<file path="src/rtl/cntr_pkg.sv">
// Shared definitions for the counter family: mode selectors and the decoded
// count direction used by the up/down counter top.
package cntr_pkg;

  localparam int MODE_WRAP = 0;
  localparam int MODE_SAT  = 1;

  typedef enum logic [1:0] {
    DIR_HOLD = 2'b00,
    DIR_UP   = 2'b01,
    DIR_DOWN = 2'b10
  } dir_e;

  // Both or neither request asserted means no movement.
  function automatic dir_e decode_dir(input logic up, input logic down);
    if (up && !down)      return DIR_UP;
    else if (down && !up) return DIR_DOWN;
    else                  return DIR_HOLD;
  endfunction

endpackage

</file>
<file path="src/rtl/t_ff.sv">
// T flip-flop bit cell: toggles Q on a rising edge when T is high.
// RST_Q selects the value taken during asynchronous active-low reset.
module t_ff #(
  parameter logic RST_Q = 1'b0
) (
  input  logic rstn,
  input  logic clk,
  input  logic T,
  output logic Q,
  output logic Qn
);

  // NOTE: sequential state uses non-blocking assignment so every flop samples
  // pre-edge values, independent of process evaluation order.
  always_ff @(posedge clk or negedge rstn) begin
    if (!rstn)  Q <= RST_Q;
    else if (T) Q <= ~Q;
  end

  assign Qn = ~Q;

endmodule

</file>
<file path="src/rtl/updown_sync_cntr_param.sv">
// Parametrised synchronous up/down counter built from T flip-flop cells, with
// modulus, wrap/saturate mode, sync clear/load, enable, carry/borrow and sticky ovf.
module updown_sync_cntr_param
  import cntr_pkg::*;
#(
  parameter int WIDTH   = 4,
  parameter int MAX     = (1 << WIDTH) - 1,
  parameter int MODE    = MODE_WRAP,
  parameter int RST_VAL = 0
) (
  input  logic             clk,
  input  logic             rstn,
  input  logic             en,
  input  logic             up,
  input  logic             down,
  input  logic             clr,
  input  logic             load,
  input  logic [WIDTH-1:0] load_val,
  output logic [WIDTH-1:0] count,
  output logic             carry,
  output logic             borrow,
  output logic             ovf,
  output logic [WIDTH-1:0] t_in
);

  if (WIDTH < 1) begin : g_bad_width
    $error("updown_sync_cntr_param: WIDTH must be >= 1");
  end
  if (MAX < 1 || MAX > (1 << WIDTH) - 1) begin : g_bad_max
    $error("updown_sync_cntr_param: MAX must be in 1..2**WIDTH-1");
  end
  if (RST_VAL < 0 || RST_VAL > MAX) begin : g_bad_rst
    $error("updown_sync_cntr_param: RST_VAL must be in 0..MAX");
  end
  if (MODE != MODE_WRAP && MODE != MODE_SAT) begin : g_bad_mode
    $error("updown_sync_cntr_param: MODE must be MODE_WRAP or MODE_SAT");
  end

  localparam logic [WIDTH-1:0] MAX_V = WIDTH'(MAX);
  localparam logic [WIDTH-1:0] RST_V = WIDTH'(RST_VAL);
  localparam bit               SAT   = (MODE == MODE_SAT);

  dir_e             dir;
  logic             step;
  logic             at_max;
  logic             at_zero;
  logic [WIDTH-1:0] count_n;
  logic [WIDTH-1:0] next_count;
  logic [WIDTH-1:0] load_clamped;

  for (genvar i = 0; i < WIDTH; i++) begin : g_bit
    t_ff #(.RST_Q(RST_V[i])) u_t_ff (
      .rstn (rstn),
      .clk  (clk),
      .T    (t_in[i]),
      .Q    (count[i]),
      .Qn   (count_n[i])
    );
  end

  assign dir          = decode_dir(up, down);
  assign step         = en && !clr && !load;
  assign at_max       = (count == MAX_V);
  assign at_zero      = &count_n;
  assign load_clamped = (load_val > MAX_V) ? MAX_V : load_val;

  // NOTE: next_count gets a default before any branch, so no path through the
  // block leaves it unassigned and no latch is inferred.
  always_comb begin
    next_count = count;
    if (clr) begin
      next_count = '0;
    end else if (load) begin
      next_count = load_clamped;
    end else if (en) begin
      unique case (dir)
        DIR_UP:   next_count = at_max  ? (SAT ? count : '0)    : count + 1'b1;
        DIR_DOWN: next_count = at_zero ? (SAT ? count : MAX_V) : count - 1'b1;
        default:  next_count = count;
      endcase
    end
  end

  // The flops only see toggle requests, so the next state is encoded as a diff.
  assign t_in   = count ^ next_count;
  assign carry  = step && (dir == DIR_UP)   && at_max;
  assign borrow = step && (dir == DIR_DOWN) && at_zero;

  always_ff @(posedge clk or negedge rstn) begin
    if (!rstn)                ovf <= 1'b0;
    else if (clr)             ovf <= 1'b0;
    else if (carry || borrow) ovf <= 1'b1;
  end

endmodule

</file>
<file path="config.mk">
export PLATFORM = sky130hd
export DESIGN_NAME = updown_sync_cntr_param
export DESIGN_NICKNAME = d
export VERILOG_FILES = /design/src/rtl/cntr_pkg.sv /design/src/rtl/t_ff.sv /design/src/rtl/updown_sync_cntr_param.sv
export SDC_FILE = /design/constraint.sdc
export NUM_CORES = 1
export LEC_CHECK = 0
export CORE_UTILIZATION = 45
export DETAILED_ROUTE_END_ITERATION = 8
export PLACE_DENSITY = 0.89
export SLEW_MARGIN = 5
export SYNTH_ARGS = -nofsm -noshare
export SYNTH_HDL_FRONTEND = slang
export SYNTH_SLANG_ARGS = --single-unit
</file>
<file path="constraint.sdc">
create_clock -name clk -period 3.07 [get_ports clk]
set_input_delay 0.614 -clock clk [delete_from_list [all_inputs] [get_ports clk]]
set_output_delay 0.614 -clock clk [all_outputs]
set_load 0.03 [all_outputs]
</file>
# == Word level (Yosys, flattened, before mapping) ==
# Cells that the tools add are included.
# word_totals
romBits,0
memories,0
input_bits,11
mem_bits_rw,0
latch_bits,0
wordCells,42
regBits,5
# classes
n_reduce_logical,15
muxes,11
n_eq_ne,3
bitwise_logic,5
n_addsub,2
n_lt_le_gt_ge,1
n_shift,0
div_mod_pow,0
multipliers,0
# ops
cell,n
2-to-1 mux 4 bit,6
logical AND 1 bit,8
one-hot mux 4 bit (2 select lines),1
"adder 4 x 1 -> 4 bit, second input constant",1
"== test 4 bit, second input constant",1
"> comparator 4 bit, second input constant",1
zero test 1 bit,4
2-to-1 mux 2 bit,2
NOT 1 bit,4
AND reduction 4 bit,1
"subtractor 4 x 1 -> 4 bit, second input constant",1
bitwise XOR 4 bit,1
"== test 2 x 1 -> 1 bit, second input constant",1
"== test 2 bit, second input constant",1
2-to-1 mux 1 bit,2
nonzero test 2 bit,1
logical OR 1 bit,1

# == Longest topological paths before layout ==
# logic_depth
word_depth,10
ltp_mapped,9

# == Hierarchy ==
# From an unflattened synthesis, not the netlist that was laid out.
# unflattened
cells_unflattened,79
hier_area_um2,599.3
# modules_own_cells
module,seq_area_each_um2,area_each_um2,cells_each,instances
updown_sync_cntr_param,25.0,449.2,67,1
t_ff,25.0,37.5,3,4

# == Worst setup path before layout ==
# OpenSTA, ideal clock, no wires.
# synth_timing
path_kind,in2out
from,in up
to,out t_in[0]
arrival_ns,1.971
required_ns,2.456
path_buffers,1
setup_slack_ns,0.485
stages,7
path_cell_list,inv_1 > ha_1 > nor2b_1 > o21ai_0 > a221o_1 > a22oi_1 > buf_4
# synth_between
elab_chain_cells,10
word_cells_on_any_way,12
classes_between,eq/ne (2); mux (6); bitwise (1); reduce/logical (3)
# synth_rtl
element,line,rtl
"start, declared",updown_sync_cntr_param.sv:14,"input logic up,"
zero test 1 bit,cntr_pkg.sv:17,else if (down && !up) return DIR_DOWN;
logical AND 1 bit,cntr_pkg.sv:17,
2-to-1 mux 2 bit,cntr_pkg.sv:17,
2-to-1 mux 2 bit *,cntr_pkg.sv:16,if (up && !down) return DIR_UP;
== test 2 bit or == test 2 x 1 -> 1 bit (tied branches),updown_sync_cntr_param.sv:76,unique case (dir)
one-hot mux 4 bit (2 select lines) *,updown_sync_cntr_param.sv:76,
2-to-1 mux 4 bit *,updown_sync_cntr_param.sv:75,end else if (en) begin
2-to-1 mux 4 bit *,updown_sync_cntr_param.sv:73,end else if (load) begin
2-to-1 mux 4 bit *,updown_sync_cntr_param.sv:71,if (clr) begin
bitwise XOR 4 bit *,updown_sync_cntr_param.sv:85,assign t_in = count ^ next_count;
"end, declared",updown_sync_cntr_param.sv:23,output logic [WIDTH-1:0] t_in
# Mark *: on every way between the ends. The rest lies on a longest branch, timed or not.

# == Worst setup path in the final report ==
# layout_timing
from,in clr
to,out carry
# layout_between
elab_chain_cells,5
# layout_rtl
element,line,rtl
"start, declared",updown_sync_cntr_param.sv:16,"input logic clr,"
zero test 1 bit,updown_sync_cntr_param.sv:62,assign step = en && !clr && !load;
logical AND 1 bit (2 in series),updown_sync_cntr_param.sv:62,
logical AND 1 bit (2 in series),updown_sync_cntr_param.sv:86,assign carry = step && (dir == DIR_UP) && at_max;
"end, declared",updown_sync_cntr_param.sv:20,"output logic carry,"
# Every way passes these cells.

==> impl_metrics.csv <==
group,metric,value,unit
run_status,status,"completed",
synthesis,synth.most_common_cell,"nor2_1",
synthesis,synth_area,684,um2
cts,clockRootBuffer,"clkbuf_4",
detailed_routing,drtAntennaViolNets,0,
timing,worst_pin_slew,381,ps
floorplanning,die_area,1680,um2
setup_path,crit_start,"clr",
timing,rsz0062_at_grt,"false",
cts,cts-htree-levels,1,
global_route,grt_pass1_vias,687,
setup_path,cp_max_fo,5,
cts,cts.path.max_buffers,2,
placed_design,finalWeightedCongestion,0.906,
synthesis,synth_flop_cell,"dfrtp_1",
floorplanning,die_x,41,um
timing,finClkSkew,4.26,ps
power,power_density,314,nW/um2
timing,setup_ws,240,ps
setup_path,arrival,2220,ps
floorplanning,die_h,41,um
placed_design,port_buffers,21,
setup_path,path_delay_family,"buffers and inverters",
finish,utilization,71.0,%
finish,diodes,0,
finish,fin_area,958,um2
synthesis,ys_top_cells_by_count,"nor2_1 (12), buf_4 (8), inv_1 (7)",
floorplanning,fp.coreArea,1350,um2
detailed_routing,vias,771,
synthesis,yosys_warnings,0,
timing,maxSlewViolCount,0,
detailed_routing,firstDrtPassIters,6,
synthesis,yosys.area.top_type,"dfrtp_1",
setup_path,critPathMostFrequentCell,"clkdlybuf4s50_1",
cts,cts_buffers,3,
finish,num-fill-cells,114,
setup_path,crit_path_top_delay_cell,"clkdlybuf4s50_1",
setup_path,crit_chain,"clkdlybuf4s50_1, inv_1, nand3_1, nor2_1, clkdlybuf4s50_1",
timing,setup_viol,0,
detailed_routing,wl,1780,um
cts,cts_tree,"built",
setup_path,cp-start-kind,"input pin",
run,drv_cap,0,
timing,max-slew-margin-rel,74.6,%
synthesis,syn-num-nets,110,
global_route,track_usage,24.5,%
detailed_routing,wl_per_cell,13.5,um
power,peakVddDrop,0.300,mV
timing,fin_crit,2830,ps
placed_design,dp.cells,127,
detailed_routing,drt_iter0_markers,12,
setup_path,critPathBufInv,3,
synthesis,syn_inst,95,
timing,fmax,353,MHz
hold_path,hold_start,"ovf",
cts,clk_latency,240,ps
setup_path,critPathCaptureType,"output port",
synthesis,synth_edf_count,0,
global_route,grt_max_degree,13,
floorplanning,initial_core_util,50.7,%
finish,fin_nets,133,
setup_path,r2r_start,"g_bit[2].u_t_ff.Q",
synthesis,async_reset_ff_share,100,%
floorplanning,io_pins,22,
detailed_routing,drcViolationCount,0,
setup_path,critPathRequiredTime,2460,ps
placed_design,place_area,890,um2
finish,post_route_cells_drive_above_1_share,23.9,%
hold_path,hp-class,"reg2reg",
cts,cts.sinks,5,
power,p_leak,0.451,nW
synthesis,syn_avg_cell_area,7.20,um2
timing,period_share,92.2,%
floorplanning,std_cell_rows,13,
detailed_routing,via_per_inst,5.84,
global_route,grt_pass1_wl,2730,um
synthesis,synth_cell_types,34,
synthesis,yosysSeqAreaShare,18.3,%
setup_path,slowest_delay,680,ps
finish,finalNonFillerCells,132,
setup_path,criticalPathCategory,"in2out",
finish,area_growth,40.0,%
placed_design,hpwl,1350,um
synthesis,synth_area_leaders,"dfrtp_1 (18%), buf_4 (8.8%), ha_1 (7.3%)",
synthesis,synth_top_area_share,18.3,%
global_route,overflow,0,
timing,final_hold_viol_count,0,
global_route,antenna_found_initial,0,
cts,clk_pin_slew,40,ps
synthesis,ys_seq_elements,5,
placed_design,post-place-ws,-215,ps
kinds of logic (layout without fill, tap and decap cells):
family / Yosys count / in the layout / synth area share [%]
buffers and inverters: 21 / 43 / 17.2
AND/OR/NAND/NOR: 33 / 33 / 22.9
flip-flops: 5 / 5 / 18.3
multiplexers: 4 / 4 / 6.76
AO/OA/AOI/OAI: 28 / 28 / 27.6
adder cells (fa/ha/maj): 4 / 4 / 7.31
cell usage in the layout, fill, tap and decap left out, types with 2 or more instances in the layout:
master / synthesis / layout
buf_4: 8 / 13
dfrtp_1: 5 / 5
nor2_1: 12 / 11
a31oi_1: 4 / 4
nand2b_1: 3 / 2
o21ai_0: 5 / 4
nor3_1: 2 / 2
a22o_1: 2 / 2
nand2_1: 6 / 6
nand3_1: 5 / 4
a211oi_1: 2 / 2
clkbuf_4: 0 / 3
dlymetal6s2s_1: 0 / 2
inv_1: 7 / 7
ha_1: 4 / 3
a21oi_1: 5 / 5
mux2i_1: 2 / 2
clkdlybuf4s50_1: 0 / 15
nand3_2: 1 / 2
tightest hold or removal path, delay by kind of cell, from the launching register on:
kind	cells	cell delay, ps
flops	1	340
simple gates	1	80
compound gates	1	40
metrics by stage:
stage / hold slack, ps / total power, mW / setup TNS, ps
after CTS: 507 / 0.293 / 0
after global placement: 492 / 0.213 / -151
after floorplan: 318 / 0.176 / 0
after detailed placement: 497 / 0.217 / -237
after global routing: 554 / 0.320 / 0
final: 507 / 0.301 / 0
report_power, final:
group | total (mW) | switching [mW] | internal (mW) | leakage [nW]
Clock | 0.0749 | 0.0258 | 0.0491 | 0.0150
Combinational | 0.148 | 0.0794 | 0.0688 | 0.370
Sequential | 0.0779 | 0.00752 | 0.0704 | 0.0662
path summary, 6_finish.rpt:
check / slack [ps] / endpoint / depth (start not counted)
worst max-delay path: 240 / carry / 5
worst min-delay path: 510 / ovf / 2
worst max register to register: 1300 / g_bit[3].u_t_ff.Q / 5
worst min register to register: 510 / ovf / 2
max in group asynchronous: 2280 / g_bit[2].u_t_ff.Q / 1
min in group asynchronous: 600 / g_bit[0].u_t_ff.Q / 1
what timing repair did:
action / CTS / global route
pin swaps: 0 / 4
hold buffers: 0 / 0
setup endpoints to repair: 2 / 4
gates resized for setup: 2 / 13
setup buffers: 0 / 1
layout make-up:
cell class / count / area (um2) / area share [%]
repair buffers: 32 / 289 / 30.2
well taps: 15 / 18.8 / 1.96
multi-input cells: 69 / 473 / 49.3
flip-flops and latches: 5 / 125 / 13.1
clock buffers: 4 / 26.3 / 2.74
inverters: 7 / 26.3 / 2.74
per-layer routing:
layer  GRT usage [%]  wire length (um)  up-vias
li1                -                 -      381
met1            28.4               724      359
met2            41.4               936       27
met3            5.98                79        4
met4            11.7                42        0
met5               0                 0        -
sequential cells by signal, summed over array words and instances, names as in the netlist:
signal          count
ovf                 1
g_bit.u_t_ff.Q      4
Note: power is estimated with default switching activity, not from simulation.
